File: src/rtl/tm_arch_pkg.sv
// Shared architecture constants and FSM encoding for the Tsetlin-machine
// TA-state fetch path. Users override the defaults through module parameters.
package tm_arch_pkg;

   localparam int unsigned CLAUSES_DEF    = 32'd2000;
   localparam int unsigned LA_CHUNKS_DEF  = 32'd49;
   localparam int unsigned ADDR_WIDTH_DEF = 32'd17;
   localparam int unsigned DATA_WIDTH_DEF = 32'd32;

   // Pass sequencer states: wait for start, stream words, wait for the last
   // word to leave, then pulse done for a single cycle.
   typedef enum logic [1:0] {
      FSM_IDLE  = 2'd0,
      FSM_RUN   = 2'd1,
      FSM_DRAIN = 2'd2,
      FSM_DONE  = 2'd3
   } fsm_state_e;

endpackage : tm_arch_pkg

File: src/rtl/ta_index_walker.sv
// Nested clause/chunk index counter. Chunk is the fast index and clause the
// slow one. Both stop at the final position so the indices never leave the
// ROM range.
module ta_index_walker
   import tm_arch_pkg::*;
#(
   parameter int unsigned CLAUSES    = CLAUSES_DEF,
   parameter int unsigned LA_CHUNKS  = LA_CHUNKS_DEF,
   parameter int unsigned ADDR_WIDTH = ADDR_WIDTH_DEF
) (
   input  logic                  clk,
   input  logic                  rst_flag,
   input  logic                  clear,
   input  logic                  advance,
   output logic [ADDR_WIDTH-1:0] clause,
   output logic [ADDR_WIDTH-1:0] chunk,
   output logic                  last
);

   localparam logic [ADDR_WIDTH-1:0] CLAUSE_MAX = ADDR_WIDTH'(CLAUSES - 1);
   localparam logic [ADDR_WIDTH-1:0] CHUNK_MAX  = ADDR_WIDTH'(LA_CHUNKS - 1);

   logic chunk_wrap;

   assign chunk_wrap = (chunk == CHUNK_MAX);
   assign last       = chunk_wrap && (clause == CLAUSE_MAX);

   // Step chunk, roll into the next clause on wrap, and hold at the final word.
   // NOTE: sequential state uses non-blocking assignments so every register
   // samples the pre-edge values, independent of statement order.
   always_ff @(posedge clk) begin
      if (rst_flag || clear) begin
         clause <= '0;
         chunk  <= '0;
      end else if (advance && !last) begin
         if (chunk_wrap) begin
            chunk  <= '0;
            clause <= clause + 1'b1;
         end else begin
            chunk  <= chunk + 1'b1;
         end
      end
   end

endmodule : ta_index_walker

File: src/rtl/ta_fetch_sequencer.sv
// Walks every TA-state word (clause-major, chunk-minor) out of a combinational
// ROM and presents each word on a valid/ready output register. The register
// refills in the same cycle it is drained, so the throughput is one word per
// cycle.
module ta_fetch_sequencer
   import tm_arch_pkg::*;
#(
   parameter int unsigned CLAUSES    = CLAUSES_DEF,
   parameter int unsigned LA_CHUNKS  = LA_CHUNKS_DEF,
   parameter int unsigned ADDR_WIDTH = ADDR_WIDTH_DEF,
   parameter int unsigned DATA_WIDTH = DATA_WIDTH_DEF
) (
   input  logic                  clk,
   input  logic                  rst_flag,
   input  logic                  start,
   input  logic                  stop_flag,
   output logic [ADDR_WIDTH-1:0] rom_addr,
   output logic [ADDR_WIDTH-1:0] rom_offset,
   input  logic [DATA_WIDTH-1:0] rom_data,
   output logic [DATA_WIDTH-1:0] out_data,
   output logic [ADDR_WIDTH-1:0] out_clause,
   output logic [ADDR_WIDTH-1:0] out_chunk,
   output logic                  out_last,
   output logic                  out_valid,
   input  logic                  out_ready,
   output logic                  busy,
   output logic                  done
);

   localparam logic [1:0] ST_IDLE  = FSM_IDLE;
   localparam logic [1:0] ST_RUN   = FSM_RUN;
   localparam logic [1:0] ST_DRAIN = FSM_DRAIN;
   localparam logic [1:0] ST_DONE  = FSM_DONE;

   logic [1:0]            state;
   logic [1:0]            state_nxt;
   logic                  capture;
   logic                  transfer;
   logic                  walk_clear;
   logic                  walk_last;
   logic [ADDR_WIDTH-1:0] walk_clause;
   logic [ADDR_WIDTH-1:0] walk_chunk;

   // The output register accepts a new word when it is empty or is being
   // drained this cycle. stop_flag only suppresses refills, never drains.
   assign transfer   = out_valid && out_ready;
   assign capture    = (state == ST_RUN) && !stop_flag && (!out_valid || out_ready);
   assign walk_clear = (state == ST_IDLE) && start;

   ta_index_walker #(
      .CLAUSES    (CLAUSES),
      .LA_CHUNKS  (LA_CHUNKS),
      .ADDR_WIDTH (ADDR_WIDTH)
   ) u_walker (
      .clk      (clk),
      .rst_flag (rst_flag),
      .clear    (walk_clear),
      .advance  (capture),
      .clause   (walk_clause),
      .chunk    (walk_chunk),
      .last     (walk_last)
   );

   assign rom_addr   = walk_clause;
   assign rom_offset = walk_chunk;
   assign busy       = (state != ST_IDLE);
   assign done       = (state == ST_DONE);

   // Next-state decode for the pass sequencer.
   // NOTE: state_nxt gets a default before the case so that no path leaves it
   // unassigned, which would otherwise infer a latch.
   always_comb begin
      state_nxt = state;
      case (state)
         ST_IDLE:  if (start)                state_nxt = ST_RUN;
         ST_RUN:   if (capture && walk_last) state_nxt = ST_DRAIN;
         ST_DRAIN: if (transfer)             state_nxt = ST_DONE;
         ST_DONE:                            state_nxt = ST_IDLE;
         default:                            state_nxt = ST_IDLE;
      endcase
   end

   // State register.
   always_ff @(posedge clk) begin
      if (rst_flag) state <= ST_IDLE;
      else          state <= state_nxt;
   end

   // Output word register: load on capture, empty on a transfer with no refill.
   // NOTE: the data fields are reset too, because downstream logic may inspect
   // them while out_valid is low directly after reset.
   always_ff @(posedge clk) begin
      if (rst_flag) begin
         out_valid  <= 1'b0;
         out_last   <= 1'b0;
         out_data   <= '0;
         out_clause <= '0;
         out_chunk  <= '0;
      end else if (capture) begin
         out_valid  <= 1'b1;
         out_last   <= walk_last;
         out_data   <= rom_data;
         out_clause <= walk_clause;
         out_chunk  <= walk_chunk;
      end else if (transfer) begin
         out_valid  <= 1'b0;
      end
   end

endmodule : ta_fetch_sequencer

File: config.mk
export PLATFORM = sky130hd
export DESIGN_NAME = ta_fetch_sequencer
export DESIGN_NICKNAME = d
export VERILOG_FILES = /design/src/rtl/tm_arch_pkg.sv /design/src/rtl/ta_index_walker.sv /design/src/rtl/ta_fetch_sequencer.sv
export SDC_FILE = /design/constraint.sdc
export NUM_CORES = 1
export LEC_CHECK = 0
export ABC_CLOCK_PERIOD_IN_PS = 2400
export BUFFER_PORTS_ARGS = -buffer_cell sky130_fd_sc_hd__buf_2
export CORE_ASPECT_RATIO = 0.9
export CORE_UTILIZATION = 44
export CTS_CLUSTER_SIZE = 30
export DETAILED_ROUTE_END_ITERATION = 10
export HOLD_SLACK_MARGIN = 0.12
export PLACE_DENSITY = 0.72
export SKIP_LAST_GASP = 1
export SLEW_MARGIN = 20
export SYNTH_ARGS = -nofsm -noshare
export SYNTH_HDL_FRONTEND = slang
export SYNTH_SLANG_ARGS = --single-unit
File: constraint.sdc
create_clock -name clk -period 2.4 [get_ports clk]
set_clock_uncertainty 0.05 [all_clocks]
set_input_delay 0.12 -clock clk [delete_from_list [all_inputs] [get_ports clk]]
set_output_delay 0.12 -clock clk [all_outputs]
set_load 0.01 [all_outputs]
* Yosys cells after proc, flatten, opt, wreduce, memory -nomap -nowiden
Cells that the tools add are included.
** Storage, ports and cells
- Register bits after elaboration :: 104
- Bits in latches :: 0
- RAM bits :: 0
- ROM bits :: 0
- Input bits :: 37
- Output and inout port bits :: 104
- Word-level logic and storage cells :: 42
- Memories kept :: 0
** Operators by class
- $add $sub $neg :: 2
- $mul :: 0
- Divide/modulo/power cells :: 0
- $lt $le $gt $ge :: 0
- Equal/unequal tests :: 8
- Shift operators :: 0
- Multiplexer cells :: 7
- Bitwise gates (word level) :: 0
- Reduce and logical (&&, ||, !) cells :: 17
** Operators by type and width (count)
- adder 17 x 1 -> 17 bit, second input constant :: 2
- == test 17 x 11 -> 1 bit, second input constant :: 1
- == test 17 x 6 -> 1 bit, second input constant :: 1
- 2-to-1 mux 17 bit :: 1
- one-hot mux 2 bit (4 select lines) :: 1
- logical AND 1 bit :: 7
- 2-to-1 mux 2 bit :: 3
- == test 2 bit, second input constant :: 2
- inequality test 2 bit, second input constant :: 2
- nonzero test 2 bit :: 2
- zero test 1 bit :: 3
- AND reduction 3 bit :: 1
- == test 2 x 1 -> 1 bit, second input constant :: 1
- zero test 2 bit :: 1
- logical OR 1 bit :: 2
- 2-to-1 mux 1 bit :: 2
- inequality test 2 x 1 -> 1 bit, second input constant :: 1
- AND reduction 2 bit :: 1

* Longest topological paths before layout
Gate-level depths: netlist of the first run.
- Depth after elaboration :: 6
- Mapped depth :: 9
- Mapped depth without buffers :: 7

* Modules after synthesis
Synthesis of the first run repeated with hierarchy kept, for this count alone.
** Second synthesis, totals
- Cell total of the unflattened synthesis :: 533
- Area total of the unflattened synthesis :: 4493.1 µm²
** Modules (own cells, without submodules)
- ta_fetch_sequencer :: times used 1, cells each 319, area each 2640.0 µm², sequential area each 1401.3 µm²
- ta_index_walker :: times used 1, cells each 214, area each 1853.0 µm², sequential area each 680.7 µm²

* Worst setup path after synthesis of the first run
Ideal clock, no wire load.
- Kind :: reg2reg
- From :: register u_walker.clause[9]
- To :: register state[0]
- Setup time :: 0.116 ns
- Arrival time :: 2.082 ns
- Data required time :: 2.234 ns
- Slack :: 0.152 ns
- Stages on the path, launching flop included :: 7
- Buffers on the path :: 1
- Period minus slack after synthesis :: 2.248 ns
- Path through :: dfxtp_1 > nand2_2 > or4_1 > buf_2 > o41a_1 > or4_1 > o211a_1
** On the way
- Longest elaborated chain between the ends :: 5
** Ends and longest elaborated chain
- from (decl) :: RTL line ta_index_walker.sv:15 : output logic [ADDR_WIDTH-1:0] clause,
- from (signal assigned) :: RTL line ta_index_walker.sv:38 : clause <= clause + 1'b1;
- == test 17 x 11 -> 1 bit :: RTL line ta_index_walker.sv:26 : assign last = chunk_wrap && (clause == CLAUSE_MAX);
- logical AND 1 bit :: RTL line ta_index_walker.sv:26
- logical AND 1 bit :: RTL line ta_fetch_sequencer.sv:76 : ST_RUN: if (capture && walk_last) state_nxt = ST_DRAIN;
- inequality test 2 x 1 -> 1 bit (no line)
- AND reduction 3 bit (no line)
- to (signal assigned) :: RTL line ta_fetch_sequencer.sv:86 : else state <= state_nxt;
- to (decl) :: RTL line ta_fetch_sequencer.sv:35 : logic [1:0] state;
Every way passes these cells.
A chain may end at the register's enable or synchronous reset.

* Final worst setup path of the first run
- From :: register state[1]
- To :: register state[0]
** On the way
- Longest elaborated chain between the ends :: 6
- Elaborated cells between the ends (all ways) :: 12
- Those cells by class :: eq/ne: 6; mux: 1; reduce/logical: 5
** Ends and longest elaborated chain
- == test 2 x 1 -> 1 bit :: RTL line ta_fetch_sequencer.sv:47, ta_fetch_sequencer.sv:74
- logical AND 1 bit (2 in series) :: RTL line ta_fetch_sequencer.sv:47 : assign capture = (state == ST_RUN) && !stop_flag && (!out_valid || out_ready);
- logical AND 1 bit :: RTL line ta_fetch_sequencer.sv:76
- inequality test 2 x 1 -> 1 bit (no line)
- AND reduction 3 bit (no line)
Several ways; a longest one is shown, not always the timed one.

==> results of run 1 <==
==> worst max path at each step <==
stage	end	slack [ns]	depth (start not counted)
3_5_place_dp	u_walker.clause[9]	0.04	8
5_1_grt	u_walker.clause[15]	0.03	8
4_1_cts	u_walker.clause[9]	0.03	8
6_report	state[0]	0.12	7
3_3_place_gp	u_walker.chunk[0]	0.23	7
2_1_floorplan	state[0]	0.15	6
==> area by class of cell <==
class / count / area [um^2] / area share (%)
flip-flops and latches: 104 / 2080 / 36.6
repair buffers: 203 / 1260 / 22.2
inverters: 10 / 37.5 / 0.659
well taps: 122 / 153 / 2.68
clock buffers: 10 / 138 / 2.42
clock inverters: 6 / 50.0 / 0.879
multi-input cells: 373 / 1970 / 34.6
==> worst register-to-register path: stages (launching register included) <==
cell,delay [ns]
dfxtp_1,0.35
inv_1,0.12
ha_1,0.19
nand2b_1,0.18
nand2b_2,0.25
o41a_1,0.43
or4_1,0.47
o211a_1,0.14
==> metal layers <==
metal | global-route usage (%) | wire (um)
met1 | 28.3 | 4750
met2 | 40.7 | 5740
met3 | 5.55 | 717
met4 | 6.31 | 235
met5 | 0 | 0
==> sequential cells by signal, summed over array words and instances (netlist names) <==
| register | count |
|---|---|
| out_data | 32 |
| state | 2 |
| u_walker.clause | 17 |
| u_walker.chunk | 17 |
| out_clause | 17 |
| out_valid | 1 |
| out_last | 1 |
| out_chunk | 17 |
==> power by group through the flow <==
stage          logic (uW)  clock network [uW]  registers [uW]
2_1_floorplan         430                   0            1950
3_3_place_gp          709                   0            1900
3_5_place_dp          731                   0            1910
4_1_cts               780                1070            1870
5_1_grt               875                1150            1880
6_report              789                1020            1870
==> cells in the mapped netlist (all sizes together) <==
cell type and count:
a211oi 1, a21oi 83, a31oi 1, a41o 2, and2 1, and3 2
and4 4, and4bb 1, buf 4, clkbuf 26, dfxtp 104, ha 8
inv 10, mux2i 3, nand2 156, nand2b 4, nand3 12, nand4 7
nor2 22, nor2b 2, nor3 3, nor3b 2, nor4 5, nor4b 3
o2111a 1, o2111ai 1, o211a 1, o211ai 2, o21ai 12, o221a 1
o311ai 1, o31ai 4, o41a 1, or3 7, or4 6, xnor2 1
xor2 13
==> per-stage QoR <==
| step | hold slack (ns) | std cells |
|---|---|---|
| 2_1_floorplan | 0.206 | 517 |
| 3_3_place_gp | 0.311 | 777 |
| 3_5_place_dp | 0.317 | 777 |
| 4_1_cts | 0.153 | 828 |
| 5_1_grt | 0.194 | 828 |
| 6_report | 0.173 | 828 |
==> cell usage in the layout, fill, tap and decap left out, types with 4 or more instances in the layout <==
cell type,Yosys,final
o21ai_0,12,12
a21oi_1,83,83
or4_1,6,6
nand3_1,12,12
clkbuf_8,0,10
nand2_1,155,154
buf_4,0,27
xor2_1,13,13
or3_1,7,7
inv_1,10,10
dlygate4sd3_1,0,35
buf_2,2,140
o31ai_1,4,4
dfxtp_1,104,104
ha_1,8,8
nand4_1,7,7
nor2_1,22,21
==> cells by family (layout without fill, tap and decap cells) <==
| kind of cell | after synthesis | count (layout) |
|---|---|---|
| AOI/OAI and AO/OA | 111 | 111 |
| xor gates and xnor gates | 14 | 14 |
| DFF | 104 | 104 |
| muxes | 3 | 3 |
| buffers and inverters | 40 | 229 |
| and+or+nand+nor | 237 | 237 |
| adders and majority gates | 8 | 8 |
==> repair_timing <==
item	in CTS	in global routing
resized for setup	0	7
hold buffers	35	0
hold endpoints to repair	47	0
endpoints found under the setup margin	0	24
==> impl_results.md, run 1 <==
* Main combinational cell family by area after synthesis: simple AND/OR/NAND/NOR gates
* Critical path arrival at 2.49 ns
* Worst-Margin Slew at roughly 0.55 ns
* Filler Cell Count at ~830
* Syn-to-layout area delta at 36.7%
* Clock tree root driver cell: clkbuf_8
* Hold-critical path depth at 3
* CP Launch Point: state[1]
* Via density at approximately 5.2
* Synth Area in XOR/XNOR at 2.95%
* Worst path cell trace: inv_1 > ha_1 > nand2b_1 > nand2b_2 > o41a_1 > or4_1 > o211a_1
* Max-Cap Viols at 0
* PD cells at 647 nW/um^2
* Drc violations at 0
* Multiplexer share of the synthesized area at 0.721%
* Vias in the first global route at ~3900
* Final nets at between 700 and 800
* Final core utilization at between 60% and 70%
* Outcome: finished, final reports clean
* Global-route wire length before repair at 18.2 mm
* Seq/Total Area, Yosys at around 50%
* First drt pass iteration count at 5
* Post-route ant nets at 0
* Setup WS post-layout at about 0.12 ns
* WP buf/inv at 1
* H-Tree Depth at 3
* GRT Resource Usage Total at 23.2%
* Setup Viol. Count Final at 0
* Worst setup SP type: flop
* Grt total ovfl at 0
* CTS Buf Count at 9
* FF-to-FF setup slack at approximately 0.12 ns
* Synth Cell Area at approximately 4200 um^2
* Tmin final at roughly 2.3 ns
* Comb power frac at approximately a fifth
* DR WL/cell at around 14 um
* GP Congestion at 0.873
* Clock share of power at 27.8%
* Worst Hold Path EP: u_walker.chunk[0]
* Diodes inserted at 0
* Final instance area at approximately 5700 um^2
* Switching Share at 31.7%
* Tcrit/Tclk final at 94.9%
* Max-slew violations at 0
* Critical path endpoint category: flop
* Lkg Pwr at between 0.002 and 0.0025 uW
* CTS tree: done
* Max stage delay on crit path at 0.47 ns
* Reg2Reg Launch Point: state[1]
* Iter 0 DRT Violations at approximately 230
* Max Root-Sink Buffers at 2
* Clock sink count at between 100 and 150
* RR Endpoint: state[0]
* Worst skew pair latency at approximately 0.37 ns
* # port buffers at between 100 and 150
* Syn Area/Cell at 8.05 um^2
* # rows at 33
* Post-detail-place hpwl at approximately 7.7 mm
* Clock-pin slew on the worst setup and hold paths at about 0.10 ns
* CP required at ~2.6 ns
* Syn nets at 562
* Worst-path fanout max at 6
* Worst r2r path cells at 7
* Final setup TNS at 0 ns
* Top cells by area, synth: dfxtp_1, nand2_1, a21oi_1, xor2_1, ha_1
* Switching pwr at about 1200 uW
* Slew headroom at a little under two thirds
* Crit-path slowest cell: or4_1
* Initial antenna violation count at 0
* Die Area at a little under 10000 um^2
* Adder-cell area share of the yosys netlist at 2.40%
* Yosys cell types at 40
* Part of the power in registers at about half
* Post-Synthesis Cells at a little over 500
* Worst hold path startpoint: start
* Ports at ~140
* Core region area at 9170 um^2
* Fmax at around 0.44 GHz
* Vias at between 4000 and 5000
* Synth Register Bits at ~100
* Share of the synthesized area in the top cell type at between 50% and 60%
* Critical setup path kind: flop to flop
* Synth Area in Simple Gates at about 25%
* Area leader, netlist: dfxtp_1
* Compound-Gate Fraction of Synth Area at 14.9%
* Layout cells sized above 1 at between 20 and 30%
* Largest net degree at the start of global routing at 72
* Crit path max-delay family: simple AND/OR/NAND/NOR gates
* Final wirelength at 11.4 mm
* Area after DPL at just over 5000 um^2
* Pint at ~2500 uW
* VDD IR max at around 350 uV
* RSZ-0062 raised after global routing: false
* Effective utilization at floorplan at a little under half
* Die X at between 100 and 150 um
* DP Worst Slack at 0.0433 ns
* Postcts setup bufs at 0
* Overall power at ~3700 uW
* Hold Crit Class: input port to flop
* Ys Warns at 0
* Hold Vio Cnt, Final at 0
* DIE HEIGHT at 94.3 um
Note: power is estimated with default switching activity, not from simulation.
==> inputs of run 2 (changes only) <==
CORE_UTILIZATION = 45   (was 44)
PLACE_DENSITY = 0.74   (was 0.72)
RECOVER_POWER = 25   (was unset)
==> run 2 against run 1 <==
Effect of this change:
- final cell count fell by 1.1%
- combinational power shrank 2%
- largest power group unchanged
- design area is 1.9% lower
- maximum frequency decreased by 0.57%
- die area shrank 2.2%
- clock power grew 11%
- count of clock-buffer cells in the layout up 2
==> impl_results.md, run 2 (synthesized netlist as in run 1, its figures left out) <==
* H-Tree Depth at 3
* Worst-Margin Slew at roughly 0.71 ns
* Worst setup path end: state[0]
* CTS Buf Count at 9
* Hold slack at 0.192 ns
* Max stage delay on crit path at approximately 0.48 ns
* Tmin final at 2.29 ns
* Setup Viol. Count Final at 0
* Drc violations at 0
* PD cells at around 680 nW/um^2
* Final instance area at between 5000 and 6000 um^2
* Critical setup path kind: flop to flop
* Lkg Pwr at approximately 0.0022 uW
* Via density at between 5 and 6
* # rows at 32
* CP required at about 2.6 ns
* Setup WS post-layout at approximately 0.11 ns
* Clock tree root driver cell: clkbuf_8
* CTS tree: done
* Final wirelength at roughly 11 mm
* Worst skew pair latency at ~0.36 ns
* Max-Cap Viols at 0
* Max Root-Sink Buffers at 2
* Slew headroom at 52.9%
* DP Worst Slack at approximately 0.064 ns
* Outcome: finished, final reports clean
* Final nets at 740
* Hold Crit Class: input port to flop
* Ports at between 100 and 150
* Worst setup SP type: flop
* RR Endpoint: state[0]
* Worst r2r path cells at 7
* Reg2Reg Launch Point: u_walker.chunk[0]
* FF-to-FF setup slack at 0.11 ns
* Final core utilization at between 60% and 70%
* Layout cells sized above 1 at approximately a fifth
* Area after DPL at 5080 um^2
* Syn-to-layout area delta at 34.2%
* RSZ-0062 raised after global routing: false
* Worst-path fanout max at 3
* CP Launch Point: u_walker.chunk[0]
* Core region area at roughly 8800 um^2
* Diodes inserted at 0
* DIE HEIGHT at 93.2 um
* Global-route wire length before repair at between 15 and 20 mm
* Die X at 103 um
* Iter 0 DRT Violations at about 120
* Critical path endpoint category: flop
* Initial antenna violation count at 0
* DR WL/cell at approximately 13 um
* Die Area at just under 10000 um^2
* # port buffers at 140
* Effective utilization at floorplan at between 40% and 50%
* Vias at 4205
* Clock sink count at 104
* Vias in the first global route at between 3000 and 4000
* Post-route ant nets at 0
* First drt pass iteration count at 4
* VDD IR max at approximately 320 uV
* GP Congestion at about 0.79
* Tcrit/Tclk final at 95.4%
* Grt total ovfl at 0
* Filler Cell Count at 821
* Most frequent cells in the layout: nand2_1, dfxtp_1, buf_2
* Worst path cell trace: inv_1 > ha_1 > nor4b_1 > nand4_1 > o41a_1 > or4_1 > o211a_1
* Fmax at approximately 0.44 GHz
* GRT Resource Usage Total at a little under a quarter
* Largest Register: out_data
* Max-slew violations at 0
* Crit-path slowest cell: o41a_1
* Clock-pin slew on the worst setup and hold paths at 0.09 ns
* Final setup TNS at 0 ns
* Max reg flops at 32
* Hold Vio Cnt, Final at 0
* Commonest non-fill, non-tap cell in the layout: nand2_1
* Critical path arrival at approximately 2.5 ns
* Post-detail-place hpwl at approximately 7.4 mm
* Largest net degree at the start of global routing at roughly 70
## run 2: report_power, final
part	internal, uW	switching (uW)
logic	265	505
clock network	568	563
registers	1820	53.8
total	2650	1120
## run 2: worst min path at each step
stage | from | cells past startpoint | to
final | start | 5 | u_walker.chunk[4]
after CTS | start | 5 | u_walker.chunk[4]
after detailed placement | rom_data[22] | 3 | out_data[22]
after floorplan | rom_data[0] | 2 | out_data[0]
after global routing | start | 5 | u_walker.chunk[4]
after global placement | rom_data[10] | 3 | out_data[10]
## run 2: final cells by class
cell class / instances / area (um^2) / share of cell area, %
clock buffer: 12 / 165 / 2.96
clock inverter: 4 / 51.3 / 0.918
inverter: 10 / 37.5 / 0.672
multi-input combinational: 373 / 1950 / 34.9
sequential: 104 / 2080 / 37.3
tap: 119 / 149 / 2.67
timing repair buffer: 197 / 1150 / 20.7
## run 2: through the flow
| step | instances | total power [uW] |
|---|---|---|
| floorplan | 517 | 2380 |
| global placement | 769 | 2620 |
| detailed placement | 769 | 2640 |
| CTS | 819 | 3820 |
| global route | 819 | 3990 |
| finish | 819 | 3770 |
## run 2: metal layers
| metal | wire length (um) | global-route usage [%] |
|---|---|---|
| met2 | 5140 | 39.5 |
| met3 | 636 | 6.28 |
| met1 | 4960 | 27.7 |
| met5 | 0 | 0 |
| met4 | 168 | 7.75 |
## run 2: critical path: cells and delay by family (launching register included)
family	cells	cell delay, ns
fa+ha+maj	1	0.14
simple gates	3	1.02
flops	1	0.32
compound gates	2	0.62
buf+inv	1	0.05
## run 2: repair_timing
action                                 CTS  global route
hold buffers                            34             0
setup buffers                            0             0
setup endpoints to repair                0            17
endpoints found under the hold margin   35             0
gates resized for setup                  0             3
==> inputs of run 3 (changes only) <==
ABC_AREA = 1   (was unset)
PLACE_DENSITY = 0.72   (was 0.74)
==> run 3 against run 2 <==
Effect of this change:
- sequential share of layout area fell by 1.5 points
- count of clock-buffer cells in the layout fell by 1
- critical path depth increased by 1
- utilization is 3.9 points lower
- final cell count increased by 12%
- global-route usage up 2.3 points
- setup slack improved by 0.20 ns
- first-iteration DRC count up 58%
- largest cell class is now multi-input gates
==> impl_results.md, run 3 <==
* Outcome: finished, final reports clean
* # rows at 34
* Top FF cell, synth: dfxtp_1
* Tcrit/Tclk final at between 80% and 90%
* Met2 Usage GRT at about 39%
* # port buffers at 140
* Setup Viol. Count Final at 0
* Vias in the first global route at 4419
* Effective utilization at floorplan at 46.6%
* Seq/Total Area, Yosys at a little under half
* Share of flip-flops with an asynchronous set or reset at 0%
* Synth Area in XOR/XNOR at around 2.7%
* Critical setup path kind: flop to flop
* Main combinational cell family by area after synthesis: simple AND/OR/NAND/NOR gates
* Routing usage on met3 at 7.51%
* Area of the multi-input gates at 2150 um^2
* RSZ-0062 raised after global routing: false
* Hold-critical path depth at 5
* Final wirelength at roughly 13 mm
* Worst path cell trace: inv_1 > ha_1 > inv_1 > nor3_4 > inv_2 > a21oi_4 > nand3_1 > a21oi_1
* EDFF count, synth at 0
* Top cells by area, synth: dfxtp_1, nor2_1, o21ai_0, nand2_1, a21oi_1
* Ports at 141
* Top-count cell post-synth: nor2_1
* Diodes inserted at 0
* Die X at 108 um
* Slew headroom at a little over half
* Hold Crit Class: input port to flop
* Final instance area at between 5000 and 6000 um^2
* Met1 GRT Util at 33.3%
* Final setup TNS at 0 ns
* Max-slew violations at 0
* Syn nets at approximately 670
* Multiplexer share of the synthesized area at 0%
* Tmin final at approximately 2.1 ns
* Grt total ovfl at 0
* Synth Cell Area at 4540 um^2
* Hold Vio Cnt, Final at 0
* Compound-Gate Fraction of Synth Area at 15.8%
* Post-route ant nets at 0
* FF-to-FF setup slack at around 0.3 ns
* Global-route wire length before repair at 21.2 mm
* Via density at approximately 5.2
* Max Root-Sink Buffers at 2
* Vias at 4741
* Worst-Margin Slew at approximately 0.68 ns
* GP Congestion at around 0.84
* H-Tree Depth at 3
* Share of the synthesized area in the top cell type at 45.9%
* Synth Register Bits at roughly 100
* DR WL/cell at 14.1 um
* CTS Buf Count at 9
* VDD IR max at around 440 uV
* Post-detail-place hpwl at about 9 mm
* Worst r2r path cells at 8
* Area after DPL at between 5000 and 6000 um^2
* Largest Register: out_data
* Critical path endpoint category: flop
* Area leader, netlist: dfxtp_1
* Worst-path fanout max at 19
* Worst Hold Path EP: state[0]
* Gr busiest metal: met2
* Max reg flops at 32
* Postcts setup bufs at 0
* Worst setup SP type: flop
* GRT Resource Usage Total at 25.4%
* Worst skew pair latency at just under 0.4 ns
* Worst hold path startpoint: start
* PD cells at between 700 and 800 nW/um^2
* Max stage delay on crit path at around 0.45 ns
* Largest net degree at the start of global routing at 48
* CTS tree: done
* Most frequent cells in the layout: nor2_1, dfxtp_1, nand2_1
* RR Endpoint: u_walker.chunk[11]
* Final nets at about 830
* DIE HEIGHT at 97.3 um
* Clock-pin slew on the worst setup and hold paths at 0.10 ns
* Crit-path slowest cell: a21oi_4
* Core region area at 9740 um^2
* Iter 0 DRT Violations at 188
* Initial antenna violation count at 0
* Fmax at between 0.4 and 0.5 GHz
* Yosys cell types at 30
* Commonest non-fill, non-tap cell in the layout: nor2_1
* Layout cells sized above 1 at 16.3%
* Ys Warns at 0
* Clock tree root driver cell: clkbuf_8
* First drt pass iteration count at 7
* Reg2Reg Launch Point: state[1]
* Filler Cell Count at 920
* Clock sink count at roughly 100
* CP required at between 2 and 3 ns
* Syn Area/Cell at approximately 7.3 um^2
* Die Area at approximately 10000 um^2
* Synth Area in Simple Gates at about a quarter
* Max-Cap Viols at 0
* Syn-to-layout area delta at 28.4%
* Most frequent cells after synthesis: nor2_1, dfxtp_1, nand2_1
* Adder-cell area share of the yosys netlist at roughly 2.2%
* Critical path arrival at 2.34 ns
* Lkg Pwr at roughly 0.0025 uW
* Most Frequent Cell on Critical Path: inv_1
* Register Area at between 2000 and 2500 um^2
* Drc violations at 0
* Post-Synthesis Cells at 620
## run 3: timing repair
item	CTS	global route
hold endpoints to repair	35	0
gates resized for setup	0	0
hold buffers	35	0
## run 3: per-stage QoR
stage / hold slack, ns / total power (uW) / setup slack (ns) / util (%) / std cells
2_1_floorplan: 0.148 / 2840 / 0.675 / - / 620
3_3_place_gp: 0.289 / 3250 / 0.466 / 55.0 / 868
3_5_place_dp: 0.290 / 3300 / 0.385 / 55.0 / 868
4_1_cts: 0.121 / 4370 / 0.351 / 60.5 / 919
5_1_grt: 0.146 / 4580 / 0.125 / 59.8 / 919
6_report: 0.133 / 4310 / 0.309 / 59.8 / 919
## run 3: area by class of cell
class	instances	area share (%)
Clock inverter	5	0.666
Sequential cell	104	35.7
Inverter	51	3.29
Timing Repair Buffer	184	18.3
Tap cell	126	2.71
Clock buffer	11	2.43
Multi-Input combinational cell	438	36.9
## run 3: power breakdown
group	switching (uW)	internal, uW
Sequential	151	2000
Clock	624	414
Combinational	727	400
## run 3: critical path: cells and delay by family, from the launching register on
family | cells | cell delay, ns
fa+ha+maj | 1 | 0.17
buf+inv | 3 | 0.28
flops | 1 | 0.34
simple gates | 2 | 0.56
compound gates | 2 | 0.60
## run 3: worst max-delay path by stage
stage,from,end,slack (ns),depth (start not counted)
2_1_floorplan,state[1],u_walker.chunk[9],0.68,9
3_3_place_gp,state[1],u_walker.chunk[9],0.47,9
3_5_place_dp,state[1],u_walker.chunk[9],0.39,9
4_1_cts,state[1],u_walker.chunk[11],0.35,8
5_1_grt,state[1],u_walker.chunk[12],0.12,8
6_report,state[1],u_walker.chunk[11],0.31,8
## run 3: per-layer routing
| metal | part of all wire [%] | vias to the layer above | routed length [um] |
|---|---|---|---|
| li1 | - | 2361 | - |
| met1 | 44 | 2174 | 5760 |
| met2 | 45 | 181 | 5830 |
| met3 | 8.7 | 25 | 1140 |
| met4 | 2.0 | 0 | 258 |
| met5 | 0 | - | 0 |
## run 3: kinds of logic after synthesis
kind of cell               after synthesis
adders and majority gates                8
DFF                                    104
and+or+nand+nor                        277
AOI/OAI and AO/OA                      139
xor gates and xnor gates                14
buffers and inverters                   78
